## src/rtl/cpu_pkg.sv

```systemverilog
// Shared pipeline constants and the writeback source encoding.
package cpu_pkg;
  localparam int unsigned DATA_W   = 32;
  localparam int unsigned ADDR_W   = 5;
  localparam int unsigned REG_ZERO = 0;

  typedef enum logic {
    WB_SRC_ALU = 1'b0,
    WB_SRC_MEM = 1'b1
  } wb_src_e;
endpackage

```

## src/rtl/wb_mux.sv

```systemverilog
// Writeback data select (ALU result vs. load data); also used by the forwarding unit.
module wb_mux
  import cpu_pkg::*;
#(
  parameter int unsigned W = cpu_pkg::DATA_W
) (
  input  logic         memtoreg,
  input  logic [W-1:0] d0,
  input  logic [W-1:0] d1,
  output logic [W-1:0] y
);

  wb_src_e src;

  always_comb begin
    src = wb_src_e'(memtoreg);
    y   = (src == WB_SRC_MEM) ? d1 : d0;
  end

endmodule

```

## src/rtl/wb_regfile.sv

```systemverilog
// Writeback-stage register file: commit, two async read ports, forwarding tap, write counter.
// Define WB_BYPASS_EN to make read ports write-through for the in-flight writeback.
module wb_regfile
  import cpu_pkg::*;
#(
  parameter int unsigned DATA_W = cpu_pkg::DATA_W,
  parameter int unsigned ADDR_W = cpu_pkg::ADDR_W,
  parameter int unsigned CNT_W  = 32
) (
  input  logic              clk,
  input  logic              rst,
  input  logic [DATA_W-1:0] regwd0,
  input  logic [DATA_W-1:0] regwd1,
  input  logic [ADDR_W-1:0] regwa,
  input  logic              regwrite,
  input  logic              memtoreg,
  input  logic [ADDR_W-1:0] ra0,
  input  logic [ADDR_W-1:0] ra1,
  output logic [DATA_W-1:0] rd0,
  output logic [DATA_W-1:0] rd1,
  output logic [DATA_W-1:0] wbdata,
  output logic [ADDR_W-1:0] wbaddr,
  output logic              wbvalid,
  output logic [CNT_W-1:0]  wbcount
);

  localparam int unsigned NREG = 2 ** ADDR_W;
  localparam logic [ADDR_W-1:0] ZERO_A = ADDR_W'(REG_ZERO);

  // Entry 0 is not stored; reads of it are forced to zero below.
  logic [DATA_W-1:0] regs [1:NREG-1];

  wb_mux #(.W(DATA_W)) u_wb_mux (
    .memtoreg (memtoreg),
    .d0       (regwd0),
    .d1       (regwd1),
    .y        (wbdata)
  );

  always_comb begin
    wbaddr  = regwa;
    wbvalid = regwrite && (regwa != ZERO_A);
  end

  always_ff @(posedge clk or posedge rst) begin
    if (rst) begin
      for (int unsigned i = 1; i < NREG; i++) regs[i] <= '0;
      wbcount <= '0;
    end else if (wbvalid) begin
      regs[regwa] <= wbdata;
      wbcount     <= wbcount + CNT_W'(1);
    end
  end

  always_comb begin
    rd0 = '0;
    rd1 = '0;
    if (ra0 != ZERO_A) begin
`ifdef WB_BYPASS_EN
      if (wbvalid && (ra0 == regwa)) rd0 = wbdata;
      else                           rd0 = regs[ra0];
`else
      rd0 = regs[ra0];
`endif
    end
    if (ra1 != ZERO_A) begin
`ifdef WB_BYPASS_EN
      if (wbvalid && (ra1 == regwa)) rd1 = wbdata;
      else                           rd1 = regs[ra1];
`else
      rd1 = regs[ra1];
`endif
    end
  end

endmodule

```

## config.mk

```make
export PLATFORM = sky130hd
export DESIGN_NAME = wb_regfile
export DESIGN_NICKNAME = d
export VERILOG_FILES = /design/src/rtl/cpu_pkg.sv /design/src/rtl/wb_mux.sv /design/src/rtl/wb_regfile.sv
export SDC_FILE = /design/constraint.sdc
export NUM_CORES = 2
export LEC_CHECK = 0
export CORE_ASPECT_RATIO = 0.75
export CORE_MARGIN = 3
export CORE_UTILIZATION = 60
export CTS_BUF_LIST = sky130_fd_sc_hd__clkbuf_8
export CTS_CLUSTER_DIAMETER = 60
export DETAILED_ROUTE_END_ITERATION = 12
export HOLD_SLACK_MARGIN = 0.05
export PLACE_DENSITY_LB_ADDON = 0.2
export SYNTH_ARGS = -nofsm -noshare
export SYNTH_HDL_FRONTEND = slang
export SYNTH_SLANG_ARGS = --single-unit
```

## constraint.sdc

```tcl
create_clock -name clk -period 39 [get_ports clk]
set_input_delay 7.8 -clock clk [delete_from_list [all_inputs] [get_ports clk]]
set_output_delay 7.8 -clock clk [all_outputs]
set_load 0.05 [all_outputs]
```

After elaboration in Yosys (flattened, before gate mapping)
Index checks and enable logic that the tools add are counted.
{"block": "word_totals", "ff_bits": 1024, "latch_bits": 0, "ram_bits": 0, "mem_bits_ro": 0, "in_bits": 83, "elab_cells": 57, "mem_count": 0}
{"block": "classes", "addsub": 1, "mul": 0, "div": 0, "order_cmp": 4, "n_eq_ne": 0, "shift": 0, "mux": 12, "bitwise_logic": 3, "reduce_logical": 5}
{"op": "992-bit bitwise mux", "count": 1}
{"op": "32-bit binary-select mux with 5-bit select", "count": 2}
{"op": "32-bit two-way mux", "count": 8}
{"op": "32-bit demux with 5-bit select", "count": 1}
{"op": "32-bit by 1-bit adder with 32-bit output (second input constant)", "count": 1}
{"op": "6-bit >= comparator (second input constant)", "count": 3}
{"op": "5-bit inverter with 6-bit output", "count": 3}
{"op": "5-bit nonzero test", "count": 3}
{"op": "6-bit by 1-bit less-than comparator with 1-bit output (second input constant)", "count": 1}
{"op": "1-bit logical AND", "count": 2}

Logic depth before layout (Yosys ltp)
{"block": "logic_depth", "word_depth": 6, "depth_mapped": 9}

Cells and area by module
A second synthesis with hierarchy kept.
{"block": "hier_totals", "hier_cells": 3782, "hier_area_um2": 55216.7}
{"module": "wb_regfile", "instances": 1, "cells_per_inst": 3746, "area_per_inst_um2": 54672.4, "seq_area_each_um2": 25624.6}
{"module": "wb_mux", "instances": 1, "cells_per_inst": 36, "area_per_inst_um2": 544.3, "seq_area_each_um2": 0.0}

Least setup slack after synthesis
No wires, ideal clock.
{"block": "synth_timing", "path_type": "input -> output", "from": "input ra1[0]", "to": "output rd1[10]", "arrival_time_ns": 10.126, "path_slack_ns": 21.074, "cell_stages": 9, "n_path_buf": 5, "path_cell_list": "buf_2 buf_2 buf_2 buf_2 buf_2 a22oi_1 nor2_1 o31ai_1 o21ai_0"}
{"block": "synth_via", "elab_chain_len": 5, "word_cells_on_any_way": 6, "classes_between": "mux (4); bitwise (1); reduce/logical (1)"}
{"item": "start: declaration", "line": "wb_regfile.sv:18", "text": "input logic [ADDR_W-1:0] ra1,"}
{"item": "5-bit inverter with 6-bit output (implied by the code)", "line": "wb_regfile.sv:71", "text": "rd1 = regs[ra1];"}
{"item": "32-bit binary-select mux with 5-bit select", "line": "wb_regfile.sv:71"}
{"item": "32-bit two-way mux (implied by the code) (2 in series)", "line": "wb_regfile.sv:71"}
{"item": "32-bit two-way mux (*)", "line": "wb_regfile.sv:66", "text": "if (ra1 != ZERO_A) begin"}
{"item": "end: declaration", "line": "wb_regfile.sv:20", "text": "output logic [DATA_W-1:0] rd1,"}
Every way passes the cells marked *; elsewhere a longest branch is shown, timed or not. The select of a mux whose other input is x is not followed.

Final worst setup path
{"block": "layout_timing", "from": "input ra1[0]", "to": "output rd1[14]"}
The elaborated chain is that of the path after synthesis.

==> reports/metrics.yaml <==
grt:
  grt_pass1_wl_microns: 261000
  grtUsageTotal_pct: 38.2
  vias_in_the_first_global_route: 41100
  grt_remaining_overflow: 0
  grt_max_degree: 179
  antenna_found_initial: 5
synthesis:
  syn-num-nets: 5038
  synth.yosys.warnings: 0
  dominantRegCellSynth: "sky130_fd_sc_hd__dfrtp_1"
  synth_seq_area_share_pct: 48.6
  mappedNetlistArea_sq_um: 52700
  syn-instance-count: 4954
  synthArstFlopShare_pct: 100
  flip_flop_and_latch_count_after_synthesis: 1024
  cell_types_with_the_largest_area_share_after_synthesis: "sky130_fd_sc_hd__dfrtp_1, sky130_fd_sc_hd__mux4_2, sky130_fd_sc_hd__o21ai_0"
  synth_edf_count: 0
  synth_top_area_cell: "sky130_fd_sc_hd__dfrtp_1"
  synth.lib_cells_used.distinct: 38
  avgSynthCellArea_sq_um: 10.6
  yosysTopAreaCellShare_pct: 48.6
power_and_ir_drop:
  cellPowerDensity_nw_per_um2: 54.7
  cell_internal_power_dissipation_uw: 2180
  clock_power_share_pct: 30.0
  power_frac_seq_pct: 45.7
  p_comb_share_pct: 24.3
  total_leakage_power_uw: 0.0255
  irDropWorstVdd_v: 0.0000340
  sw_power_uw: 1040
  power.share.switching_pct: 32.4
timing:
  fin_tns_setup_ns: 0
  timing.final.crit_share_pct: 52.4
  worst_slack_ns: 18.57
  final.hold.worst_slack_ns: 0.480
  count_of_endpoints_failing_setup_in_the_final_report: 0
  final_max_slew_viol_count: 0
  skew_ns: 0.0185
  timing.final.crit_period_ns: 20.43
  tightestPinTransition_ns: 1.25
  timing.max_slew.rel_slack_pct: 15.0
  timing_hold_violations_final: 0
  rsz0062_at_grt: "false"
  fmax_mhz: 49.0
critical_path:
  worstReg2RegStart: "wbcount[3]"
  worstPathArrival_ns: 12.63
  worst-r2r-cell-count: 5
  worst-r2r-setup-slack_ns: 36.83
  crit_fanout: 112
  worst_setup_path_startpoint: "ra1[0]"
  end_kind: "output pin"
  worst_ep_required_time_ns: 31.20
  reg2reg_to: "wbcount[20]"
  worstSetupPathType: "in2out"
  cp-endpoint: "rd1[14]"
  worstSetupStartpointType: "primary input"
clock_network:
  tritoncts.num_buffers: 160
  postCtsSetupBuffers: 0
  cts_resized: 0
  clkLatencyLatePin_ns: 0.82
  cts_root_buffer: "sky130_fd_sc_hd__clkbuf_8"
  htree_num_levels: 4
  cts.hold.buffers_added: 0
  cts.clk_slew.worst_paths_ns: 0.06
  cts_num_sinks: 1024
  max_clock_buf_depth: 3
  cts_tree: "done"
finish:
  final_common_cell: "sky130_fd_sc_hd__dfrtp_1"
  fraction_of_layout_cells_with_a_size_suffix_above_1_pct: 17.6
  area.growth.synth_to_final_pct: 11.6
  final_nets: 5022
  fill_cell_instance_count_of_the_final_layout: 6536
  most_frequent_cells_in_the_layout: "sky130_fd_sc_hd__dfrtp_1, sky130_fd_sc_hd__o21ai_0, sky130_fd_sc_hd__nand2_1"
  final_cell_count_no_fill: 6201
min_path:
  hold_path_class: "reg2reg"
  whs_path_depth: 1
place:
  gpl.final_weighted_congestion: 0.850
  place_inst: 5916
  detailed_place_hpwl_microns: 97500
  placement.io_buffers: 216
  dp_worst_setup_slack_ns: 18.72
drt:
  detail-route-antenna-nets: 0
  detailedRoute.firstPassIterationCount: 8
  total_via_count_after_detailed_routing: 42100
  drt_wl_total_microns: 173000
  drt_iter0_drc: 5659
  via_per_inst: 6.79
  routed_wire_length_per_instance_microns: 27.9
  drcViolationCount: 0
die:
  die_h_microns: 263
  start_util_pct: 61.0
  number_of_placement_rows: 93
  io_pins: 217
  fp.coreArea_sq_um: 86500
  fp.dieW_microns: 348
  dieArea_sq_um: 91500
run_status:
  status: "finished, final reports clean"
job:
  max_cap_violations: 0
-- cells by family after synthesis --
logic type | count (synthesis) | synth area share [%]
xor gates and xnor gates | 31 | 0.515
AOI/OAI and AO/OA | 1441 | 15.4
buffers and inverters | 542 | 4.21
and+or+nand+nor | 1243 | 9.26
adders and majority gates | 1 | 0.0237
DFF | 1024 | 48.6
muxes | 672 | 22.0
-- cells in the mapped netlist (all sizes together), types with 3 or more instances --
master  number
mux4       384
clkbuf     359
o31ai       65
xnor2       23
nand4b       3
a21oi      384
and3         5
inv         35
nor2b        6
nand2      708
xor2         8
nand3b       3
nor2       468
o21ai      736
nor4         4
nand4        8
nor3b        3
nand3       15
mux2        64
mux2i      224
and4         6
buf        148
a22oi       64
dfrtp     1024
a22o       128
o22ai       64
nor3         6
-- per-stage QoR --
step | instance area [sq um] | utilization (%) | power, uW
6_report | 58800 | 68.1 | 3220
5_1_grt | 58800 | 68.1 | 3370
4_1_cts | 58800 | 68.1 | 3210
3_5_place_dp | 55500 | 64.1 | 2250
3_3_place_gp | 55500 | 64.1 | 2210
2_1_floorplan | 52700 | - | 2010
-- how the worst min path moves through the flow --
stage | start | slack, ns | endpoint
after floorplan | regs[896] | 0.46 | regs[896]
after global placement | wbcount[31] | 0.46 | wbcount[31]
after detailed placement | wbcount[31] | 0.47 | wbcount[31]
after CTS | wbcount[31] | 0.49 | wbcount[31]
after global routing | wbcount[31] | 0.50 | wbcount[31]
final | wbcount[31] | 0.48 | wbcount[31]
-- sequential cells by signal (all words and copies together), names as in the netlist --
signal	cells
regs	992
wbcount	32
-- power groups by stage --
stage          registers [uW]  logic (uW)  clock network [uW]
2_1_floorplan            1440         568                   0
3_3_place_gp             1460         750                   0
3_5_place_dp             1480         775                   0
4_1_cts                  1460         776                 970
5_1_grt                  1490         853                1020
6_report                 1470         782                 964
-- critical path, cell delays in order --
cell	delay, ns
sky130_fd_sc_hd__buf_8	0.61
sky130_fd_sc_hd__buf_12	0.70
sky130_fd_sc_hd__buf_12	0.65
sky130_fd_sc_hd__mux4_2	0.37
sky130_fd_sc_hd__mux2i_1	0.08
sky130_fd_sc_hd__nand2_1	0.10
sky130_fd_sc_hd__o31ai_1	0.08
sky130_fd_sc_hd__o21ai_0	0.80
sky130_fd_sc_hd__clkdlybuf4s50_1	0.96
-- routing by layer --
layer  routed length, microns  part of all wire, %  track usage (%)
met5                       25                0.014                0
met4                     7250                  4.2             15.2
met3                    23700                   14             12.3
met1                    69200                   40             56.5
met2                    72900                   42             52.8
-- area by class of cell --
type	instances	area, sq um	area share, %
diodes	2	5.00	0.00851
clock buffers	212	2920	4.96
clock inverters	71	464	0.789
inverters	35	139	0.236
multi-input cells	3388	25200	42.8
flip-flops and latches	1024	25600	43.5
well taps	1140	1430	2.42
repair buffers	329	3070	5.22
No activity file was read; power rests on OpenSTA's default activity.
